--- src/rtl/cell_dispatch_pkg.sv ---
// Shared types for the cell processing pipeline: cells, opcodes, operand
// select and the operand bundle handed to the cell processor.
package CellProcessingPkg;

  localparam int unsigned DISPATCH_DEPTH = 4;

  typedef enum logic {
    OPERAND_A = 1'b0,
    OPERAND_B = 1'b1
  } operand_sel_t;

  typedef struct packed {
    logic [3:0]  tag;
    logic [11:0] payload;
  } cell_t;

  typedef logic [7:0] userInput_t;

  typedef enum logic [2:0] {
    OP_NOP = 3'd0,
    OP_ADD = 3'd1,
    OP_SUB = 3'd2,
    OP_MUL = 3'd3,
    OP_AND = 3'd4,
    OP_OR  = 3'd5,
    OP_XOR = 3'd6
  } opcodes_t;

  typedef struct packed {
    cell_t      cellA;
    cell_t      cellB;
    userInput_t userInputA;
    opcodes_t   opcode;
  } cellProcessor_t;

endpackage

--- src/rtl/cell_dispatch_fifo.sv ---
// Power-of-two deep cell queue; push is refused when full, pop when empty.
module cell_fifo
  import CellProcessingPkg::*;
#(
  parameter int unsigned DEPTH = DISPATCH_DEPTH,
  localparam int unsigned PW = $clog2(DEPTH),
  localparam int unsigned CW = PW + 1
) (
  input  logic          clk,
  input  logic          rst,
  input  logic          push,
  input  cell_t         push_data,
  input  logic          pop,
  output cell_t         data,
  output logic [CW-1:0] count,
  output logic          full,
  output logic          empty
);

  cell_t         mem [DEPTH];
  logic [PW-1:0] wr_ptr_q, rd_ptr_q;
  logic [CW-1:0] count_q;
  logic          do_push, do_pop;

  assign full    = (count_q == CW'(DEPTH));
  assign empty   = (count_q == '0);
  assign do_push = push && !full;
  assign do_pop  = pop && !empty;
  assign data    = mem[rd_ptr_q];
  assign count   = count_q;

  always_ff @(posedge clk) begin
    if (do_push) mem[wr_ptr_q] <= push_data;
  end

  // Pointers wrap naturally because DEPTH is a power of two.
  always_ff @(posedge clk) begin
    if (!rst) begin
      wr_ptr_q <= '0;
      rd_ptr_q <= '0;
      count_q  <= '0;
    end else begin
      if (do_push) wr_ptr_q <= wr_ptr_q + 1'b1;
      if (do_pop)  rd_ptr_q <= rd_ptr_q + 1'b1;
      if (do_push && !do_pop)      count_q <= count_q + 1'b1;
      else if (do_pop && !do_push) count_q <= count_q - 1'b1;
    end
  end

endmodule

--- src/rtl/cell_dispatch.sv ---
// Pairs cells from operand queues A and B in order and presents them, with
// the current shadow configuration, to the cell processor through a
// valid/ready output register.
module cell_dispatch
  import CellProcessingPkg::*;
#(
  parameter int unsigned FIFO_DEPTH = DISPATCH_DEPTH,
  localparam int unsigned CW = $clog2(FIFO_DEPTH) + 1
) (
  input  logic          clk,
  input  logic          rst,
  input  logic          in_valid,
  output logic          in_ready,
  input  cell_t         in_cell,
  input  operand_sel_t  in_sel,
  input  logic          cfg_we,
  input  opcodes_t      cfg_opcode,
  input  userInput_t    cfg_user,
  output logic          out_valid,
  input  logic          out_ready,
  output cell_t         cellA,
  output cell_t         cellB,
  output userInput_t    userInputA,
  output opcodes_t      opcode,
  output logic [CW-1:0] countA,
  output logic [CW-1:0] countB,
  output logic [15:0]   dispatch_count
);

  cellProcessor_t cellProcessor_int;
  logic           out_valid_q;
  logic [15:0]    dispatch_count_q;
  opcodes_t       shadow_opcode_q;
  userInput_t     shadow_user_q;

  cell_t head_a, head_b;
  logic  full_a, full_b, empty_a, empty_b;
  logic  push_a, push_b, load;

  assign in_ready = rst && !((in_sel == OPERAND_A) ? full_a : full_b);
  assign push_a   = in_valid && in_ready && (in_sel == OPERAND_A);
  assign push_b   = in_valid && in_ready && (in_sel == OPERAND_B);
  assign load     = !empty_a && !empty_b && (!out_valid_q || out_ready);

  cell_fifo #(.DEPTH(FIFO_DEPTH)) u_fifo_a (
    .clk       (clk),
    .rst       (rst),
    .push      (push_a),
    .push_data (in_cell),
    .pop       (load),
    .data      (head_a),
    .count     (countA),
    .full      (full_a),
    .empty     (empty_a)
  );

  cell_fifo #(.DEPTH(FIFO_DEPTH)) u_fifo_b (
    .clk       (clk),
    .rst       (rst),
    .push      (push_b),
    .push_data (in_cell),
    .pop       (load),
    .data      (head_b),
    .count     (countB),
    .full      (full_b),
    .empty     (empty_b)
  );

  // Shadow config is sampled at load, so a write in the load cycle hits the next pair.
  always_ff @(posedge clk) begin
    if (!rst) begin
      cellProcessor_int <= '{cellA: '0, cellB: '0, userInputA: '0, opcode: OP_NOP};
      out_valid_q       <= 1'b0;
      dispatch_count_q  <= '0;
      shadow_opcode_q   <= OP_NOP;
      shadow_user_q     <= '0;
    end else begin
      if (cfg_we) begin
        shadow_opcode_q <= cfg_opcode;
        shadow_user_q   <= cfg_user;
      end
      if (load) begin
        cellProcessor_int <= '{cellA: head_a, cellB: head_b,
                               userInputA: shadow_user_q, opcode: shadow_opcode_q};
        out_valid_q       <= 1'b1;
      end else if (out_ready) begin
        out_valid_q <= 1'b0;
      end
      if (out_valid_q && out_ready) dispatch_count_q <= dispatch_count_q + 16'd1;
    end
  end

  assign out_valid      = out_valid_q;
  assign dispatch_count = dispatch_count_q;
  assign cellA          = cellProcessor_int.cellA;
  assign cellB          = cellProcessor_int.cellB;
  assign userInputA     = cellProcessor_int.userInputA;
  assign opcode         = cellProcessor_int.opcode;

endmodule

--- config.mk ---
export PLATFORM = sky130hd
export DESIGN_NAME = cell_dispatch
export DESIGN_NICKNAME = d
export VERILOG_FILES = /design/src/rtl/cell_dispatch_pkg.sv /design/src/rtl/cell_dispatch_fifo.sv /design/src/rtl/cell_dispatch.sv
export SDC_FILE = /design/constraint.sdc
export NUM_CORES = 1
export LEC_CHECK = 0
export ABC_AREA = 1
export CAP_MARGIN = 20
export CORE_MARGIN = 2
export CORE_UTILIZATION = 65
export DETAILED_ROUTE_END_ITERATION = 12
export DONT_BUFFER_PORTS = 1
export PLACE_DENSITY = 0.81
export SETUP_SLACK_MARGIN = 0.2
export SLEW_MARGIN = 20
export SYNTH_ARGS = -nofsm -noshare
export SYNTH_HDL_FRONTEND = slang
export SYNTH_SLANG_ARGS = --single-unit
--- constraint.sdc ---
create_clock -name clk -period 3.5 [get_ports clk]
set_input_delay 0.525 -clock clk [delete_from_list [all_inputs] [get_ports clk]]
set_output_delay 0.525 -clock clk [all_outputs]
set_load 0.005 [all_outputs]
==> flow_metrics.tcl, run 1 <==
set metrics [dict create \
    status "completed" \
    cts_sinks 213 \
    ys_ff_latch 213 \
    cts_tree "done" \
    critPathRequiredTime_ps 3860 \
    drt-initial-drc-count 438 \
    holdWs_ps 129.9 \
    diodes 0 \
    fin_setup_tns_ps 0 \
    grt_pass1_vias 5475 \
    synth_top_area_share_pct 46.12 \
    p_total_uw 6891 \
    core_um2 12570 \
    post-route-util_pct 72.92 \
    synthTopCellsByArea "edfxtp_1, dfxtp_1, o21ai_0" \
    ant_nets 0 \
    comb_power_share_pct 20.0 \
    avgRoutedWirePerCell_um 17.48 \
    finalHoldViolCount 0 \
    setup_violations 0 \
    critPathLaunchType "flop" \
    leakage_uw 0.003233 \
    switchingPower_uw 2037 \
    numCtsBuffers 21 \
    hp-class "input port to flop" \
    seq_power_share_pct 46.6 \
    cts_max_level 1 \
    power.share.clock_pct 33.4 \
    endpoint_kind "flop" \
    period_share_pct 64.50 \
    via_count 5618 \
    yosysTopAreaCell "edfxtp_1" \
    ys_types 30 \
    dpl.hpwl_um 10150 \
    critical_path.cell_chain "nor2_1 > nand2_1 > nand4_1 > inv_1 > ha_1 > inv_1 > fa_1 > a21oi_1 > o21ai_0 > o21ai_0 > a21oi_1" \
    yosysWarnings 0 \
    ir_worst_vdd_v 0.0004974 \
    fin_cells 957 \
    sw_frac_of_total_pct 29.56 \
    post_cts_buffers 0 \
    p_int_uw 4854 \
    crit_arrival_ps 2620 \
    synthesis.nets 819 \
    clk_path_buf_depth 3 \
    routabilityCongestion 0.8112 \
    skew_ps 11.18 \
    dp.cells 920 \
    fmax_ghz 0.4430 \
    mostFrequentLayoutCell "edfxtp_1" \
    syn_area_um2 8334 \
    num_rows 41 \
    grt_max_degree 96 \
    port-buffer-count 0 \
    powerDensity_nw_per_um2 751.9 \
    syn_to_final_growth_pct 9.968 \
    antenna_found_initial 0 \
    cts_resized 0 \
    dr.pass1.iters 6 \
    mostFrequentLayoutCells "edfxtp_1, nor2_1, o21ai_0" \
    vias_per_cell 5.870 \
    track_usage_pct 24.76 \
    drv_slew 0 \
    syn_inst 773 \
    ys.flop_type "edfxtp_1" \
    nNetsFinal 817 \
    seq_area_frac_synth_pct 66.54 \
    die_h_um 117.2 \
    layout_min_cycle_time_ps 2257 \
    grt_setup_unrepaired "no" \
    clk_pin_slew_ps 70 \
    gr-total-overflow 0 \
    io_pins 100 \
    worst_skew_pair.late_latency_ps 490 \
    cts_root_buffer "clkbuf_16" \
    synth_edf_count 128 \
    cap_viol_max_count 0 \
    die_w_um 117.2 \
    crit_type "flop to flop" \
    route.detailed.drc 0 \
    fillers 829 \
    critPathMaxStageDelay_ps 440 \
    cts_hold_buf 0 \
    drive_above_1_share_pct 6.624 \
    async_reset_ff_share_pct 0 \
    routed_wl_um 16730 \
    crit_slowest_cell "dfxtp_1" \
    tightest_slew_ps 907.2 \
    dieArea_um2 13740 \
    ff2ff_setup_slack_ps 1240 \
    crit_fanout 7 \
    start_util_pct 66.31 \
    grt_pass1_wl_um 26500 \
    syn_area_per_cell_um2 10.78 \
    maxSlewHeadroom_pct 39.52 \
]
-- cells by family (layout without fill, tap and decap cells) --
family                   count (synthesis)  in the layout  share of synthesized area [%]
adder cells (fa/ha/maj)                 13             13                          2.132
AO/OA/AOI/OAI                          232            232                          15.46
flip-flops                             213            213                          66.54
buffers and inverters                  126            138                          6.260
AND/OR/NAND/NOR                        187            187                          9.398
XOR/XNOR                                 2              2                         0.2102
-- per-layer routing --
metal  share of wire (%)  vias to the layer above  track usage (%)
met2                  51                      233            42.64
met1                  38                     2699            31.97
met4                 2.0                        0            7.373
met3                 8.8                       31            5.046
met5                   0                        -                0
li1                    -                     2655                -
-- final cells by class --
type,count,area (µm²),share of cell area [%]
Multi-Input combinational cell,434,2267,24.74
Timing Repair Buffer,12,90.09,0.9829
Tap cell,172,215.2,2.348
Sequential cell,213,5545,60.51
Clock buffer,30,600.6,6.553
Clock inverter,7,112.6,1.229
Inverter,89,334.1,3.645
-- per-stage QoR --
step / worst slack [ps] / area (µm²)
final: 1243 / 9165
after global routing: 967.0 / 9165
after CTS: 1250 / 9165
after detailed placement: 1268 / 8452
after global placement: 1348 / 8452
after floorplan: 1465 / 8334
-- power groups by stage --
stage          Clock (µW)  Combinational, µW  Sequential, µW
4_1_cts              2330               1370            3220
3_3_place_gp            0               1260            3260
3_5_place_dp            0               1340            3270
2_1_floorplan           0               1160            3210
5_1_grt              2450               1560            3260
6_report             2300               1380            3210
-- critical path, delay by kind of cell, from the launching register on --
kind	cells	cell delay, ps
adders and majority gates	2	550
AOI/OAI and AO/OA	4	460
DFF	1	440
and+or+nand+nor	3	440
buffers and inverters	2	250
-- sequential cells by signal, summed over array words and instances, names as in the netlist --
signal,flops
cellA,16
cellB,16
dispatch_count,16
opcode,3
out_valid,1
shadow_opcode_q,3
shadow_user_q,8
u_fifo_a.count,3
u_fifo_a.mem,64
u_fifo_a.rd_ptr_q,2
u_fifo_a.wr_ptr_q,2
u_fifo_b.count,3
u_fifo_b.mem,64
u_fifo_b.rd_ptr_q,2
u_fifo_b.wr_ptr_q,2
userInputA,8
-- Yosys cell counts, drive strengths merged (2+ instances only) --
cell,instances
fa,2
xor2,2
nor3b,2
edfxtp,128
o21ai,101
a21oi,64
inv,89
nand2,33
ha,11
nand4,5
nor2,126
o22ai,32
nand3,9
nor3,10
dfxtp,85
buf,16
o21a,35
clkbuf,21
-- path summary, 6_finish.rpt --
check                             to  cells past startpoint               from
setup reg to reg   u_fifo_a.count[2]                     11  u_fifo_a.count[0]
hold / removal    u_fifo_b.mem[0][3]                      0         in_cell[3]
setup / recovery   u_fifo_a.count[2]                     11  u_fifo_a.count[0]
hold reg to reg        userInputA[6]                      2      userInputA[6]
Power figures use the tool's default switching activity.
==> run 2: changes to the inputs <==
--- a/config.mk
+++ b/config.mk
@@ -8,10 +8,10 @@
 export ABC_AREA = 1
 export CAP_MARGIN = 20
 export CORE_MARGIN = 2
-export CORE_UTILIZATION = 65
+export CORE_UTILIZATION = 57
 export DETAILED_ROUTE_END_ITERATION = 12
 export DONT_BUFFER_PORTS = 1
-export PLACE_DENSITY = 0.81
+export PLACE_DENSITY = 0.75
 export SETUP_SLACK_MARGIN = 0.2
 export SLEW_MARGIN = 20
 export SYNTH_ARGS = -nofsm -noshare
==> constraint.sdc (replaced) <==
create_clock -name clk -period 1.9 [get_ports clk]
set_input_delay 0.285 -clock clk [delete_from_list [all_inputs] [get_ports clk]]
set_output_delay 0.285 -clock clk [all_outputs]
set_load 0.005 [all_outputs]
==> run 2 against run 1 <==
Net effect:
- the flow now finishes with violations (hold timing, setup timing)
- worst hold slack lost 230 ps
- non-clock buffer count grew 48
- first-iteration DRC count grew 6.6%
- clock skew grew 4.2 ps
- maximum frequency grew 12%
- combinational power grew 120%
- core utilization shrank 5.0 points
- sequential share of layout area shrank 3.7 points
- clock-buffer cell count grew 1
- flip-flop and latch count is the same
- largest cell class unchanged
==> flow_metrics.tcl, run 2 (synthesis gave the netlist of run 1 again) <==
set metrics [dict create \
    crit_fanout 4 \
    ir_worst_vdd_v 0.0009296 \
    routed_wl_um 17980 \
    layout_min_cycle_time_ps 2020 \
    crit_type "flop to flop" \
    dp.cells 936 \
    numCtsBuffers 21 \
    critical_path.cell_chain "nor2_4 > nand2_1 > nand2_1 > nand2_2 > nand3_2 > nor2_4 > ha_4 > inv_4 > fa_2 > nor2_2 > nor2_1 > nand2_1 > o21ai_2 > a21oi_2" \
    fin_cells 1018 \
    die_w_um 124.9 \
    skew_ps 15.37 \
    hp-start "rst" \
    io_pins 100 \
    track_usage_pct 22.69 \
    clk_path_buf_depth 3 \
    grt_pass1_vias 5894 \
    violations "hold timing, setup timing" \
    placed_cell_area_um2 8630 \
    dpl.hpwl_um 10420 \
    drive_above_1_share_pct 11.28 \
    period_share_pct 106.3 \
    tightest_slew_ps 545.2 \
    dr.pass1.iters 5 \
    via_count 5796 \
    setup_violations 2 \
    cts_root_buffer "clkbuf_16" \
    drv_slew 0 \
    ant_nets 0 \
    crit_slowest_cell "dfxtp_4" \
    leakage_uw 0.003449 \
    cap_viol_max_count 0 \
    maxSlewHeadroom_pct 63.60 \
    clk_pin_slew_ps 60 \
    comb_power_share_pct 23.1 \
    grt_setup_unrepaired "yes" \
    critPathRequiredTime_ps 2320 \
    port-buffer-count 0 \
    grt_pass1_wl_um 28810 \
    die_h_um 124.9 \
    switchingPower_uw 3968 \
    powerDensity_nw_per_um2 1314 \
    cts_hold_buf 42 \
    sw_frac_of_total_pct 30.82 \
    critPathLaunchType "flop" \
    ff2ff_setup_slack_ps -120 \
    worst_path_most_repeated_cell "nand2_1" \
    pre_cts_slack_ps -26.02 \
    worst_skew_pair.late_latency_ps 490 \
    crit_arrival_ps 2440 \
    route.detailed.drc 0 \
    min_to "u_fifo_b.count[1]" \
    cts_sinks 213 \
    start_util_pct 57.78 \
    status "complete, but fails checks" \
    r2r_end "u_fifo_b.count[2]" \
    fillers 1015 \
    largestRegisters "u_fifo_a.mem x64, u_fifo_b.mem x64" \
    power.share.clock_pct 30.4 \
    core_um2 14420 \
    cts_tree "done" \
    antenna_found_initial 1 \
    vias_per_cell 5.694 \
    worstRegToRegCells 14 \
    holdPathStages 2 \
    mostFrequentLayoutCell "edfxtp_1" \
    avgRoutedWirePerCell_um 17.66 \
    routabilityCongestion 0.8473 \
    seq_power_share_pct 46.5 \
    layout_setup_ws_ps -120.0 \
    p_int_uw 8906 \
    syn_to_final_growth_pct 17.52 \
    endpoint_kind "flop" \
    nNetsFinal 865 \
    dieArea_um2 15610 \
    r2r-start "u_fifo_b.count[0]" \
    cts_max_level 1 \
    gr-total-overflow 0 \
    critPathMaxStageDelay_ps 400 \
    hp-class "input port to flop" \
    holdWs_ps -100.2 \
    drt-initial-drc-count 467 \
    num_rows 44 \
    design_area_um2 9794 \
    mostFrequentLayoutCells "edfxtp_1, nor2_1, o21ai_0" \
    finalHoldViolCount 25 \
    p_total_uw 12870 \
    fmax_ghz 0.4951 \
    grt_max_degree 96 \
]
-- run 2: area by class of cell --
cell class              count  area, µm²  area share [%]
diodes                      1      2.502         0.02555
clock buffers              31      593.1           6.055
clock inverters             6      52.55          0.5365
inverters                  89      339.1           3.462
multi-input cells         434       2397           24.48
flip-flops and latches    213       5563           56.80
well taps                 184      230.2           2.351
repair buffers             60      616.8           6.298
-- run 2: critical path, delay by kind of cell (launching register included) --
family          cells  cell delay (ps)
flops               1              400
buf+inv             1               40
simple gates        9              810
compound gates      2              190
fa+ha+maj           2              500
-- run 2: stage by stage --
step / setup TNS, ps / utilization (%)
2_1_floorplan: 0 / -
3_3_place_gp: 0 / 59.83
3_5_place_dp: -26.02 / 59.83
4_1_cts: 0 / 67.49
5_1_grt: -495.0 / 67.90
6_report: -178.5 / 67.90
-- run 2: power by group through the flow --
stage	registers [µW]	clock network, µW	logic [µW]
final	5990	3910	2970
after global routing	6050	4130	3350
after CTS	6000	3960	2790
after detailed placement	6080	0	2610
after global placement	6060	0	2480
after floorplan	5950	0	2230
-- run 2: worst max-delay path by stage --
stage                     depth (start not counted)              start                  to
after global placement                           14  u_fifo_a.count[0]   u_fifo_b.count[2]
after global routing                             14  u_fifo_a.count[0]   u_fifo_b.count[2]
after floorplan                                   4  u_fifo_a.count[1]  u_fifo_a.mem[0][0]
final                                            14  u_fifo_b.count[0]   u_fifo_b.count[2]
after detailed placement                         14  u_fifo_a.count[0]   u_fifo_b.count[2]
after CTS                                        14  u_fifo_b.count[1]   u_fifo_b.count[2]
-- run 2: routing by layer --
| layer | global-route usage, % | wire length, µm | up-vias |
|---|---|---|---|
| li1 | - | - | 2759 |
| met1 | 28.08 | 7222 | 2788 |
| met2 | 40.24 | 9126 | 204 |
| met3 | 3.909 | 1140 | 45 |
| met4 | 8.301 | 493 | 0 |
| met5 | 0 | 0 | - |
-- run 2: what timing repair did --
item / 4_1_cts / 5_1_grt
setup endpoints to repair: 51 / 10
resized for setup: 4 / 26
cloned: 0 / 0
setup buffers: 4 / 3
hold endpoints to repair: 167 / 25
pin swaps: 1 / 16
